**config.mk**
```make
export PLATFORM = sky130hd
export DESIGN_NAME = uart_reg_bridge_flat
export DESIGN_NICKNAME = d
export VERILOG_FILES = /design/src/rtl/uart_reg_pkg.sv /design/src/rtl/uart_reg_bridge_if.sv /design/src/rtl/uart_tx_seq.sv /design/src/rtl/uart_reg_bridge.sv /design/src/flat_wrapper.sv
export SDC_FILE = /design/constraint.sdc
export NUM_CORES = 1
export LEC_CHECK = 0
export CORE_UTILIZATION = 40
export DETAILED_ROUTE_END_ITERATION = 8
export GPL_TIMING_DRIVEN = 0
export SYNTH_ARGS = -nofsm -noshare
export SYNTH_HDL_FRONTEND = slang
export SYNTH_SLANG_ARGS = --single-unit
```
**constraint.sdc**
```tcl
create_clock -name clk -period 3.2 [get_ports clk]
set_input_delay 0.32 -clock clk [delete_from_list [all_inputs] [get_ports clk]]
set_output_delay 0.32 -clock clk [all_outputs]
set_load 0.05 [all_outputs]
```
**src/rtl/uart_reg_pkg.sv**
```systemverilog
// rtl/uart_reg_pkg.sv - shared constants for the UART register bridge
//
// Holds the FSM state codes shared by the command decoder and the transmit
// sequencer, the default acknowledge bytes and the command byte layout.
package uart_reg_pkg;

    typedef logic [2:0] state_t;

    localparam state_t ST_IDLE  = 3'd0;
    localparam state_t ST_WDATA = 3'd1;
    localparam state_t ST_WR    = 3'd2;
    localparam state_t ST_RD    = 3'd3;
    localparam state_t ST_RWAIT = 3'd4;
    localparam state_t ST_TXS   = 3'd5;
    localparam state_t ST_TXW   = 3'd6;

    localparam logic [7:0] ACK_BYTE = 8'h06;
    localparam logic [7:0] NAK_BYTE = 8'h15;

    // Command byte: bit 7 selects write, low bits carry the register address.
    localparam int RW_BIT = 7;

endpackage

```
**src/rtl/uart_reg_bridge_if.sv**
```systemverilog
// rtl/uart_reg_bridge_if.sv - UART byte stream and register bus bundle
//
// master : the bridge (consumes rx bytes and read data, drives tx and strobes)
// slave  : the surrounding UART pair and register block
//   rx_recieved/rx_data    received byte pulse and value
//   tx_busy                transmitter busy
//   tx_transmit/tx_data    start pulse and byte to send
//   reg_addr/reg_wdata     register address and write data
//   reg_write/reg_read     one-cycle access strobes
//   reg_rdata/reg_valid    read data and its valid flag
//   err                    one-cycle timeout pulse
interface uart_reg_bridge_if #(
    parameter int ADDR_W = 7,
    parameter int DATA_W = 16
);
    logic              rx_recieved;
    logic [7:0]        rx_data;
    logic              tx_busy;
    logic              tx_transmit;
    logic [7:0]        tx_data;
    logic [ADDR_W-1:0] reg_addr;
    logic [DATA_W-1:0] reg_wdata;
    logic              reg_write;
    logic              reg_read;
    logic [DATA_W-1:0] reg_rdata;
    logic              reg_valid;
    logic              err;

    modport master (
        input  rx_recieved, rx_data, tx_busy, reg_rdata, reg_valid,
        output tx_transmit, tx_data, reg_addr, reg_wdata, reg_write, reg_read, err
    );

    modport slave (
        output rx_recieved, rx_data, tx_busy, reg_rdata, reg_valid,
        input  tx_transmit, tx_data, reg_addr, reg_wdata, reg_write, reg_read, err
    );
endinterface

```
**src/rtl/uart_tx_seq.sv**
```systemverilog
// rtl/uart_tx_seq.sv - serialises a response word into UART transmit requests
//
// Ports:
//   clk, nRst     clock, asynchronous active-low reset
//   load          one-cycle request: send word starting at byte index count
//   word          response word; byte i is word[8*i +: 8]
//   count         index of the first (most significant) byte to send
//   done          one-cycle pulse once the last byte has left the transmitter
//   tx_busy       UART transmitter busy
//   tx_transmit   one-cycle start pulse to the transmitter
//   tx_data       byte being sent, held until the next byte is loaded
module uart_tx_seq
    import uart_reg_pkg::*;
#(
    parameter int DATA_W = 16,
    parameter int IDX_W  = 1
) (
    input  logic              clk,
    input  logic              nRst,
    input  logic              load,
    input  logic [DATA_W-1:0] word,
    input  logic [IDX_W-1:0]  count,
    output logic              done,
    input  logic              tx_busy,
    output logic              tx_transmit,
    output logic [7:0]        tx_data
);

    state_t            state;
    logic              guard;
    logic [IDX_W-1:0]  idx;
    logic [DATA_W-1:0] word_q;

    function automatic logic [7:0] byte_at(input logic [DATA_W-1:0] w,
                                           input logic [IDX_W-1:0]  i);
        return 8'(w >> {i, 3'b000});
    endfunction

    always_ff @(posedge clk or negedge nRst) begin
        if (!nRst) begin
            state       <= ST_IDLE;
            guard       <= 1'b0;
            idx         <= '0;
            word_q      <= '0;
            done        <= 1'b0;
            tx_transmit <= 1'b0;
            tx_data     <= 8'h00;
        end else begin
            tx_transmit <= 1'b0;
            done        <= 1'b0;
            case (state)
                ST_IDLE: begin
                    if (load) begin
                        word_q  <= word;
                        idx     <= count;
                        tx_data <= byte_at(word, count);
                        state   <= ST_TXS;
                    end
                end
                ST_TXS: begin
                    if (!tx_busy) begin
                        tx_transmit <= 1'b1;
                        guard       <= 1'b1;
                        state       <= ST_TXW;
                    end
                end
                ST_TXW: begin
                    // The transmitter raises busy one cycle after the start
                    // pulse, so the first cycle here must not read busy low
                    // as "already finished".
                    if (guard) begin
                        guard <= 1'b0;
                    end else if (!tx_busy) begin
                        if (idx != '0) begin
                            idx     <= idx - 1'b1;
                            tx_data <= byte_at(word_q, idx - 1'b1);
                            state   <= ST_TXS;
                        end else begin
                            done  <= 1'b1;
                            state <= ST_IDLE;
                        end
                    end
                end
                default: state <= ST_IDLE;
            endcase
        end
    end

endmodule

```
**src/rtl/uart_reg_bridge.sv**
```systemverilog
// rtl/uart_reg_bridge.sv - UART byte stream to register read/write decoder
//
// Ports:
//   clk, nRst   clock, asynchronous active-low reset
//   bus         uart_reg_bridge_if master: rx byte pulses in, tx requests out,
//               register strobes out, read data in, err timeout pulse out
// Frames: {rw, pad, addr}; a write carries DATA_W/8 data bytes MSB first and
// is answered with ACK; a read is answered with the data bytes MSB first, or
// with NAK if the register block never returns valid data.
module uart_reg_bridge
    import uart_reg_pkg::*;
#(
    parameter int         ADDR_W  = 7,
    parameter int         DATA_W  = 16,
    parameter int         TIMEOUT = 100000,
    parameter logic [7:0] ACK     = ACK_BYTE,
    parameter logic [7:0] NAK     = NAK_BYTE
) (
    input logic               clk,
    input logic               nRst,
    uart_reg_bridge_if.master bus
);

    localparam int NB    = DATA_W / 8;
    localparam int IDX_W = (NB > 1) ? $clog2(NB) : 1;
    localparam int BC_W  = $clog2(NB + 1);
    localparam int TMO_W = $clog2(TIMEOUT + 1);

    localparam logic [BC_W-1:0]  BC_LAST  = BC_W'(NB - 1);
    localparam logic [TMO_W-1:0] TMO_LAST = TMO_W'(TIMEOUT - 1);
    localparam logic [TMO_W-1:0] TMO_MAX  = TMO_W'(TIMEOUT);

    state_t            state;
    logic [BC_W-1:0]   bcnt;
    logic [TMO_W-1:0]  tmo_cnt;
    logic [ADDR_W-1:0] addr_q;
    logic [DATA_W-1:0] wdata_q;
    logic              reg_write_q;
    logic              reg_read_q;
    logic              err_q;

    logic              tx_load;
    logic [DATA_W-1:0] tx_word;
    logic [IDX_W-1:0]  tx_count;
    logic              tx_done;
    logic              tx_transmit_w;
    logic [7:0]        tx_data_w;

    // Counter pinned at TIMEOUT so it can never wrap back into range.
    logic [TMO_W-1:0] tmo_next;
    assign tmo_next = (tmo_cnt == TMO_MAX) ? tmo_cnt : tmo_cnt + 1'b1;

    always_ff @(posedge clk or negedge nRst) begin
        if (!nRst) begin
            state       <= ST_IDLE;
            bcnt        <= '0;
            tmo_cnt     <= '0;
            addr_q      <= '0;
            wdata_q     <= '0;
            reg_write_q <= 1'b0;
            reg_read_q  <= 1'b0;
            err_q       <= 1'b0;
            tx_load     <= 1'b0;
            tx_word     <= '0;
            tx_count    <= '0;
        end else begin
            reg_write_q <= 1'b0;
            reg_read_q  <= 1'b0;
            err_q       <= 1'b0;
            tx_load     <= 1'b0;
            case (state)
                ST_IDLE: begin
                    if (bus.rx_recieved) begin
                        addr_q  <= bus.rx_data[ADDR_W-1:0];
                        bcnt    <= '0;
                        tmo_cnt <= '0;
                        state   <= bus.rx_data[RW_BIT] ? ST_WDATA : ST_RD;
                    end
                end
                ST_WDATA: begin
                    if (bus.rx_recieved) begin
                        wdata_q <= (wdata_q << 8) | DATA_W'(bus.rx_data);
                        tmo_cnt <= '0;
                        bcnt    <= bcnt + 1'b1;
                        if (bcnt == BC_LAST) begin
                            state <= ST_WR;
                        end
                    end else if (tmo_cnt == TMO_LAST) begin
                        err_q <= 1'b1;
                        state <= ST_IDLE;
                    end else begin
                        tmo_cnt <= tmo_next;
                    end
                end
                ST_WR: begin
                    reg_write_q <= 1'b1;
                    tx_load     <= 1'b1;
                    tx_word     <= DATA_W'(ACK);
                    tx_count    <= '0;
                    state       <= ST_TXS;
                end
                ST_RD: begin
                    reg_read_q <= 1'b1;
                    tmo_cnt    <= '0;
                    state      <= ST_RWAIT;
                end
                ST_RWAIT: begin
                    // Valid data wins over an expiry in the same cycle.
                    if (bus.reg_valid) begin
                        tx_load  <= 1'b1;
                        tx_word  <= bus.reg_rdata;
                        tx_count <= IDX_W'(NB - 1);
                        state    <= ST_TXS;
                    end else if (tmo_cnt == TMO_LAST) begin
                        err_q    <= 1'b1;
                        tx_load  <= 1'b1;
                        tx_word  <= DATA_W'(NAK);
                        tx_count <= '0;
                        state    <= ST_TXS;
                    end else begin
                        tmo_cnt <= tmo_next;
                    end
                end
                ST_TXS: begin
                    // Response owned by the sequencer; rx bytes are dropped.
                    if (tx_done) begin
                        state <= ST_IDLE;
                    end
                end
                default: state <= ST_IDLE;
            endcase
        end
    end

    uart_tx_seq #(
        .DATA_W (DATA_W),
        .IDX_W  (IDX_W)
    ) u_tx_seq (
        .clk         (clk),
        .nRst        (nRst),
        .load        (tx_load),
        .word        (tx_word),
        .count       (tx_count),
        .done        (tx_done),
        .tx_busy     (bus.tx_busy),
        .tx_transmit (tx_transmit_w),
        .tx_data     (tx_data_w)
    );

    assign bus.tx_transmit = tx_transmit_w;
    assign bus.tx_data     = tx_data_w;
    assign bus.reg_addr    = addr_q;
    assign bus.reg_wdata   = wdata_q;
    assign bus.reg_write   = reg_write_q;
    assign bus.reg_read    = reg_read_q;
    assign bus.err         = err_q;

endmodule
```
**src/flat_wrapper.sv**
```systemverilog
// flat-port wrapper written by rule: the top's interface ports become plain ports
module uart_reg_bridge_flat import uart_reg_pkg::*;
#(
    parameter int         ADDR_W  = 7,
    parameter int         DATA_W  = 16,
    parameter int         TIMEOUT = 100000,
    parameter logic [7:0] ACK     = ACK_BYTE,
    parameter logic [7:0] NAK     = NAK_BYTE
)
  (clk, nRst, bus_rx_recieved, bus_rx_data, bus_tx_busy, bus_reg_rdata, bus_reg_valid, bus_tx_transmit, bus_tx_data, bus_reg_addr, bus_reg_wdata, bus_reg_write, bus_reg_read, bus_err);
  uart_reg_bridge_if #(.ADDR_W(ADDR_W), .DATA_W(DATA_W)) bus_i ();
  input logic clk;
  input logic nRst;
  input wire logic [$bits(bus_i.rx_recieved)-1:0] bus_rx_recieved;
  input wire logic [$bits(bus_i.rx_data)-1:0] bus_rx_data;
  input wire logic [$bits(bus_i.tx_busy)-1:0] bus_tx_busy;
  input wire logic [$bits(bus_i.reg_rdata)-1:0] bus_reg_rdata;
  input wire logic [$bits(bus_i.reg_valid)-1:0] bus_reg_valid;
  output wire logic [$bits(bus_i.tx_transmit)-1:0] bus_tx_transmit;
  output wire logic [$bits(bus_i.tx_data)-1:0] bus_tx_data;
  output wire logic [$bits(bus_i.reg_addr)-1:0] bus_reg_addr;
  output wire logic [$bits(bus_i.reg_wdata)-1:0] bus_reg_wdata;
  output wire logic [$bits(bus_i.reg_write)-1:0] bus_reg_write;
  output wire logic [$bits(bus_i.reg_read)-1:0] bus_reg_read;
  output wire logic [$bits(bus_i.err)-1:0] bus_err;
  assign bus_i.rx_recieved = bus_rx_recieved;
  assign bus_i.rx_data = bus_rx_data;
  assign bus_i.tx_busy = bus_tx_busy;
  assign bus_i.reg_rdata = bus_reg_rdata;
  assign bus_i.reg_valid = bus_reg_valid;
  assign bus_tx_transmit = bus_i.tx_transmit;
  assign bus_tx_data = bus_i.tx_data;
  assign bus_reg_addr = bus_i.reg_addr;
  assign bus_reg_wdata = bus_i.reg_wdata;
  assign bus_reg_write = bus_i.reg_write;
  assign bus_reg_read = bus_i.reg_read;
  assign bus_err = bus_i.err;
  uart_reg_bridge #(.ADDR_W(ADDR_W), .DATA_W(DATA_W), .TIMEOUT(TIMEOUT), .ACK(ACK), .NAK(NAK)) u_core (.clk(clk), .nRst(nRst), .bus(bus_i));
endmodule
```
* After elaboration in Yosys (flattened, before gate mapping)
Cells that the tools add are included.
** Word-level totals
- Memory bits (read-only) :: 0
- Bits in writable memories :: 0
- Bits in latches :: 0
- Word-level logic and storage cells :: 120
- Output and inout port bits :: 35
- Register bits :: 97
- Bits of input ports :: 29
- Memories :: 0
** Operators by class
- Shift-type cells :: 2
- $mul :: 0
- Magnitude comparators :: 0
- Add/subtract/negate cells :: 3
- Bitwise logic cells :: 1
- Equal/unequal tests :: 22
- Mux-type cells :: 56
- Reduce and logical (&&, ||, !) cells :: 18
- Divide/modulo/power cells :: 0
** Operator list (number)
- $mux W17 :: 5
- $pmux W17 S4 :: 1
- $mux W3 :: 12
- $eq A17 B17 Y1 const B :: 2
- $mux W16 :: 2
- $mux W8 :: 4
- $pmux W16 S2 :: 1
- $shr A16 B4 Y8 :: 2
- $mux W1 :: 19
- $pmux W3 S6 :: 1
- $add A17 B1 Y17 const B :: 1
- $ne A2 B2 Y1 const B :: 8
- $or A16 B8 Y16 :: 1
- $pmux W8 S2 :: 1
- $eq A3 B3 Y1 const B :: 4
- $pmux W1 S2 :: 5
- $reduce_and A2 Y1 :: 5
- $reduce_and A5 Y1 :: 2
- $ne A3 B2 Y1 const B :: 3
- $pmux W3 S3 :: 1
- $reduce_and A4 Y1 :: 2
- $reduce_bool A2 Y1 :: 4
- $eq A3 B2 Y1 const B :: 2
- $logic_not A3 Y1 :: 2
- other kinds (9) :: 12

* Longest topological paths before layout
- Word-level depth :: 6
- Depth in mapped cells :: 8
- Depth with buffers taken out :: 6

* Cells and area by module
A second synthesis with hierarchy kept.
** Second synthesis, totals
- Cell total of the unflattened synthesis :: 354
- Area, all modules :: 4116.4 µm²
** By module, submodules not included
- uart_reg_bridge :: seq. area each 1651.6 µm², cells each 258, area each 2944.1 µm², instances 1
- uart_tx_seq :: seq. area each 575.6 µm², cells each 96, area each 1172.4 µm², instances 1

* Worst setup path after synthesis
No wires, ideal clock.
- Kind :: register -> register
- From :: register u_core.state[2]
- To :: register u_core.state[0]
- Period minus slack after synthesis :: 1701 ps
- Slack :: 1499 ps
- Stages on the path, launching flop included :: 6
- Buffers on the path :: 1
- Required time :: 3072 ps
- Library setup time :: 128 ps
- Arrival time :: 1574 ps
- Cell sequence :: dfrtp_1 > buf_2 > or3b_1 > a311oi_1 > a211oi_1 > mux2_1
** Between the ends
- Word-level cells in the longest chain between the ends :: 3
- Elaborated cells between the ends (all ways) :: 13
- Those cells by class :: eq/ne (10); mux (1); reduce/logical (2)
** Ends and longest elaborated chain
- start: declaration :: RTL line uart_reg_bridge.sv:33 : state_t state;
- start signal: assignment :: RTL line uart_reg_bridge.sv:77 : state <= bus.rx_data[RW_BIT] ? ST_WDATA : ST_RD;
- $eq A3 B1 Y1, or another cell as far along :: RTL line uart_reg_bridge.sv:71 : case (state)
- $ne A3 B2 Y1 (no source line) or $ne A2 B2 Y1 (tied branches)
- $reduce_and A5 Y1 (no source line)
Parallel ways exist; a longest one is shown, timed or not.
A chain may end at the register's enable or synchronous reset.

* Worst setup path after layout
- From :: register u_core.tmo_cnt[13]
- To :: register u_core.tx_word[12]
** Between the ends
- Word-level cells in the longest chain between the ends :: 3
** Ends and longest elaborated chain
- start: declaration :: RTL line uart_reg_bridge.sv:35 : logic [TMO_W-1:0] tmo_cnt;
- start signal: assignment :: RTL line uart_reg_bridge.sv:92 : tmo_cnt <= tmo_next;
- start signal: assignment :: RTL line uart_reg_bridge.sv:121 : tmo_cnt <= tmo_next;
- $eq A17 B17 Y1 :: RTL line uart_reg_bridge.sv:114 : end else if (tmo_cnt == TMO_LAST) begin
- $ne A3 B2 Y1 (no source line)
- $reduce_and A2 Y1 (no source line)
- end signal: assignment :: RTL line uart_reg_bridge.sv:98 : tx_word <= DATA_W'(ACK);
- end signal: assignment :: RTL line uart_reg_bridge.sv:111 : tx_word <= bus.reg_rdata;
- end signal: assignment :: RTL line uart_reg_bridge.sv:117 : tx_word <= DATA_W'(NAK);
- end: declaration :: RTL line uart_reg_bridge.sv:43 : logic [DATA_W-1:0] tx_word;
Every way passes these cells.

==> metrics.txt <==
area of the multi-input gates=1960 µm²; P_leak=2.24 nW; first drt pass iteration count=4; critical path capture point type=register; max cap viols=0; EDFF count, synth=0; sequential fraction of the synthesis area=51.4%; Post-Route WL=9.82 mm; Synth Area in Adders=0.866%; first-pass GRT wire length=16.4 mm; clock buffer depth=2; routability cong.=0.790; post-synthesis net count=429; Final Worst Setup Slack=1.16 ns; flops & latches, synth=89; layout cells sized above 1=13.4%; clock transition at the registers of the reported paths=0.09 ns; total power=5.13 mW; cell area after synthesis=4330 µm²; Post-Synth XOR/XNOR Area=0%; vias in the first global route=3290; FILL cells=972; syn_area_per_cell=10.9 µm²; Hold Buf Count CTS=1; largest net degree at the start of global routing=55; maximum clock frequency=490 MHz; Die Ht=106 µm; final instance area=5330 µm²; Port Buffers=63; Yosys Warn Count=0; drt drc=0; number of core rows=37; PostCTS Resize Cnt=0; nets@finish=505; GRT Util Overall=18.7%; Async S/R FF share, synth=100%; Worst-Skew Late Latency=0.36 ns; io pins=64; Yosys cell types=55; core region area=10400 µm²; WL/cell=16.0 µm; slew margin rel.=54.2%; commonest cells after routing, fill and taps aside=dfrtp_1, clkdlybuf4s50_1, nand2_1; HP Class=input pin to async pin; final hold viol count=0; Main synth FF type=dfrtp_1; Compound-Gate Fraction of Synth Area=12.0%; vias per cell=5.41; CTS tree=built; maximum VDD drop=0.478 mV; chip width=106 µm; Root Buffer=clkbuf_8; critical path class=register to register; max-slew violation count=0; initial antenna violation count=0; CP max FO=10; Starting DRT DRC Count=158; routed via count=3319; Reg area=2230 µm²; Setup TNS=0 ns; Simple-Gate Fraction of Synth Area=17.8%; min Tclk post-route=2.04 ns; WP data arrival=2.27 ns; Overflow after GRT=0; DP Area=5160 µm²; Fin Clk Skew=0.00848 ns; hpwl dp=7.06 mm; status=completed; Worst Max-Slew Pin Slew=0.686 ns; CTS sink cnt=89; Initial Util=41.6%; Routed Antenna Nets=0; Worst EP required=3.43 ns; RSZ-0062 raised after global routing=no; die area=11300 µm²; startpoint class of the critical path=register; # diodes=0; pre-CTS WS=0.932 ns; post-CTS setup buffers=0; multiplexer area fraction after synthesis=14.6%; htree depth=3; Finish-stage setup viols=0; Area Growth Syn to Fin=23.1%; Power Density=962 nW/µm²; total CTS buffers=9; Final period util=63.8%; largest family of logic cells by synthesized area=simple AND/OR/NAND/NOR gates; most common cell after layout, fill and taps aside=dfrtp_1; Post-Syn Instances=397
[cells in the mapped netlist (9+ instances only)]
master | number | area share [%]
nand2b_1 | 9 | 1.3
mux2_1 | 18 | 4.7
buf_2 | 15 | 1.7
nand2_1 | 48 | 4.2
dfrtp_1 | 89 | 51
a21oi_1 | 28 | 3.2
o211ai_1 | 12 | 2.1
o21ai_0 | 9 | 1.0
mux2_2 | 23 | 6.0
nand3_1 | 11 | 1.3
nand3b_1 | 17 | 2.9
nor2_1 | 11 | 0.95
mux2i_1 | 17 | 3.9
[stage by stage]
stage | hold slack [ns] | utilization, % | std cells
4_1_cts | 0.455 | 51.2 | 614
5_1_grt | 0.498 | 51.2 | 614
2_1_floorplan | 0.0244 | - | 397
3_5_place_dp | 0.315 | 49.5 | 597
3_3_place_gp | 0.468 | 49.3 | 596
6_report | 0.457 | 51.2 | 614
[layout make-up]
class                   instances  area share (%)
plain buffers                  24            2.04
clock buffers                  11            2.46
clock inverters                 5           0.610
inverters                       9           0.634
multi-input cells             275            36.8
flip-flops and latches         89            41.8
well taps                     136            3.19
repair buffers                 65            12.5
[logic make-up after synthesis]
| logic type | count (synthesis) |
|---|---|
| mux | 58 |
| flops | 89 |
| simple gates | 136 |
| buf+inv | 33 |
| fa+ha+maj | 3 |
| compound gates | 78 |
[registers in the layout, indices dropped and copies added, names as in the netlist]
signal	count
u_core.tx_load	1
u_core.u_tx_seq.guard	1
u_core.bus.reg_wdata	16
u_core.bus.reg_addr	7
u_core.tx_word	16
u_core.u_tx_seq.idx	1
u_core.tx_count	1
u_core.u_tx_seq.word_q	8
u_core.bcnt	2
u_core.bus.err	1
u_core.bus.reg_read	1
u_core.tmo_cnt	17
u_core.state	3
u_core.u_tx_seq.tx_data	8
u_core.bus.reg_write	1
u_core.u_tx_seq.tx_transmit	1
u_core.u_tx_seq.done	1
u_core.u_tx_seq.state	3
[worst max-delay path, cell delays in order (launching register included)]
cell and delay, ns:
dfrtp_1 0.43, nor4b_1 0.42, nand4_1 0.25, nor2_1 0.38, buf_2 0.29, o211ai_1 0.13
[where the power goes]
| part | leakage [nW] | internal [mW] | switching, mW |
|---|---|---|---|
| clock network | 0.0753 | 0.280 | 0.398 |
| logic | 1.08 | 1.03 | 1.56 |
| registers | 1.08 | 1.55 | 0.315 |
[path summary, 6_finish.rpt]
path                            depth (start not counted)                 endpoint                   start  slack [ns]
worst min-delay path                                    2  u_core.bus.reg_wdata[4]                    nRst        0.46
worst max-delay path                                    5       u_core.tx_word[12]      u_core.tmo_cnt[13]        1.16
min in group clk                                        1   u_core.bus.reg_addr[1]  u_core.bus.reg_addr[1]        0.49
max in group asynchronous                               3       u_core.tmo_cnt[14]                    nRst        2.10
worst min register to register                          1   u_core.bus.reg_addr[1]  u_core.bus.reg_addr[1]        0.49
worst max register to register                          5       u_core.tx_word[12]      u_core.tmo_cnt[13]        1.16
[metal layers]
metal	vias up	wire length (µm)	GRT usage, %
li1	1593	-	-
met1	1663	4780	26.3
met2	56	4560	28.9
met3	7	390	2.70
met4	0	88	7.94
met5	-	0	0
(Power assumes the default switching activity.)
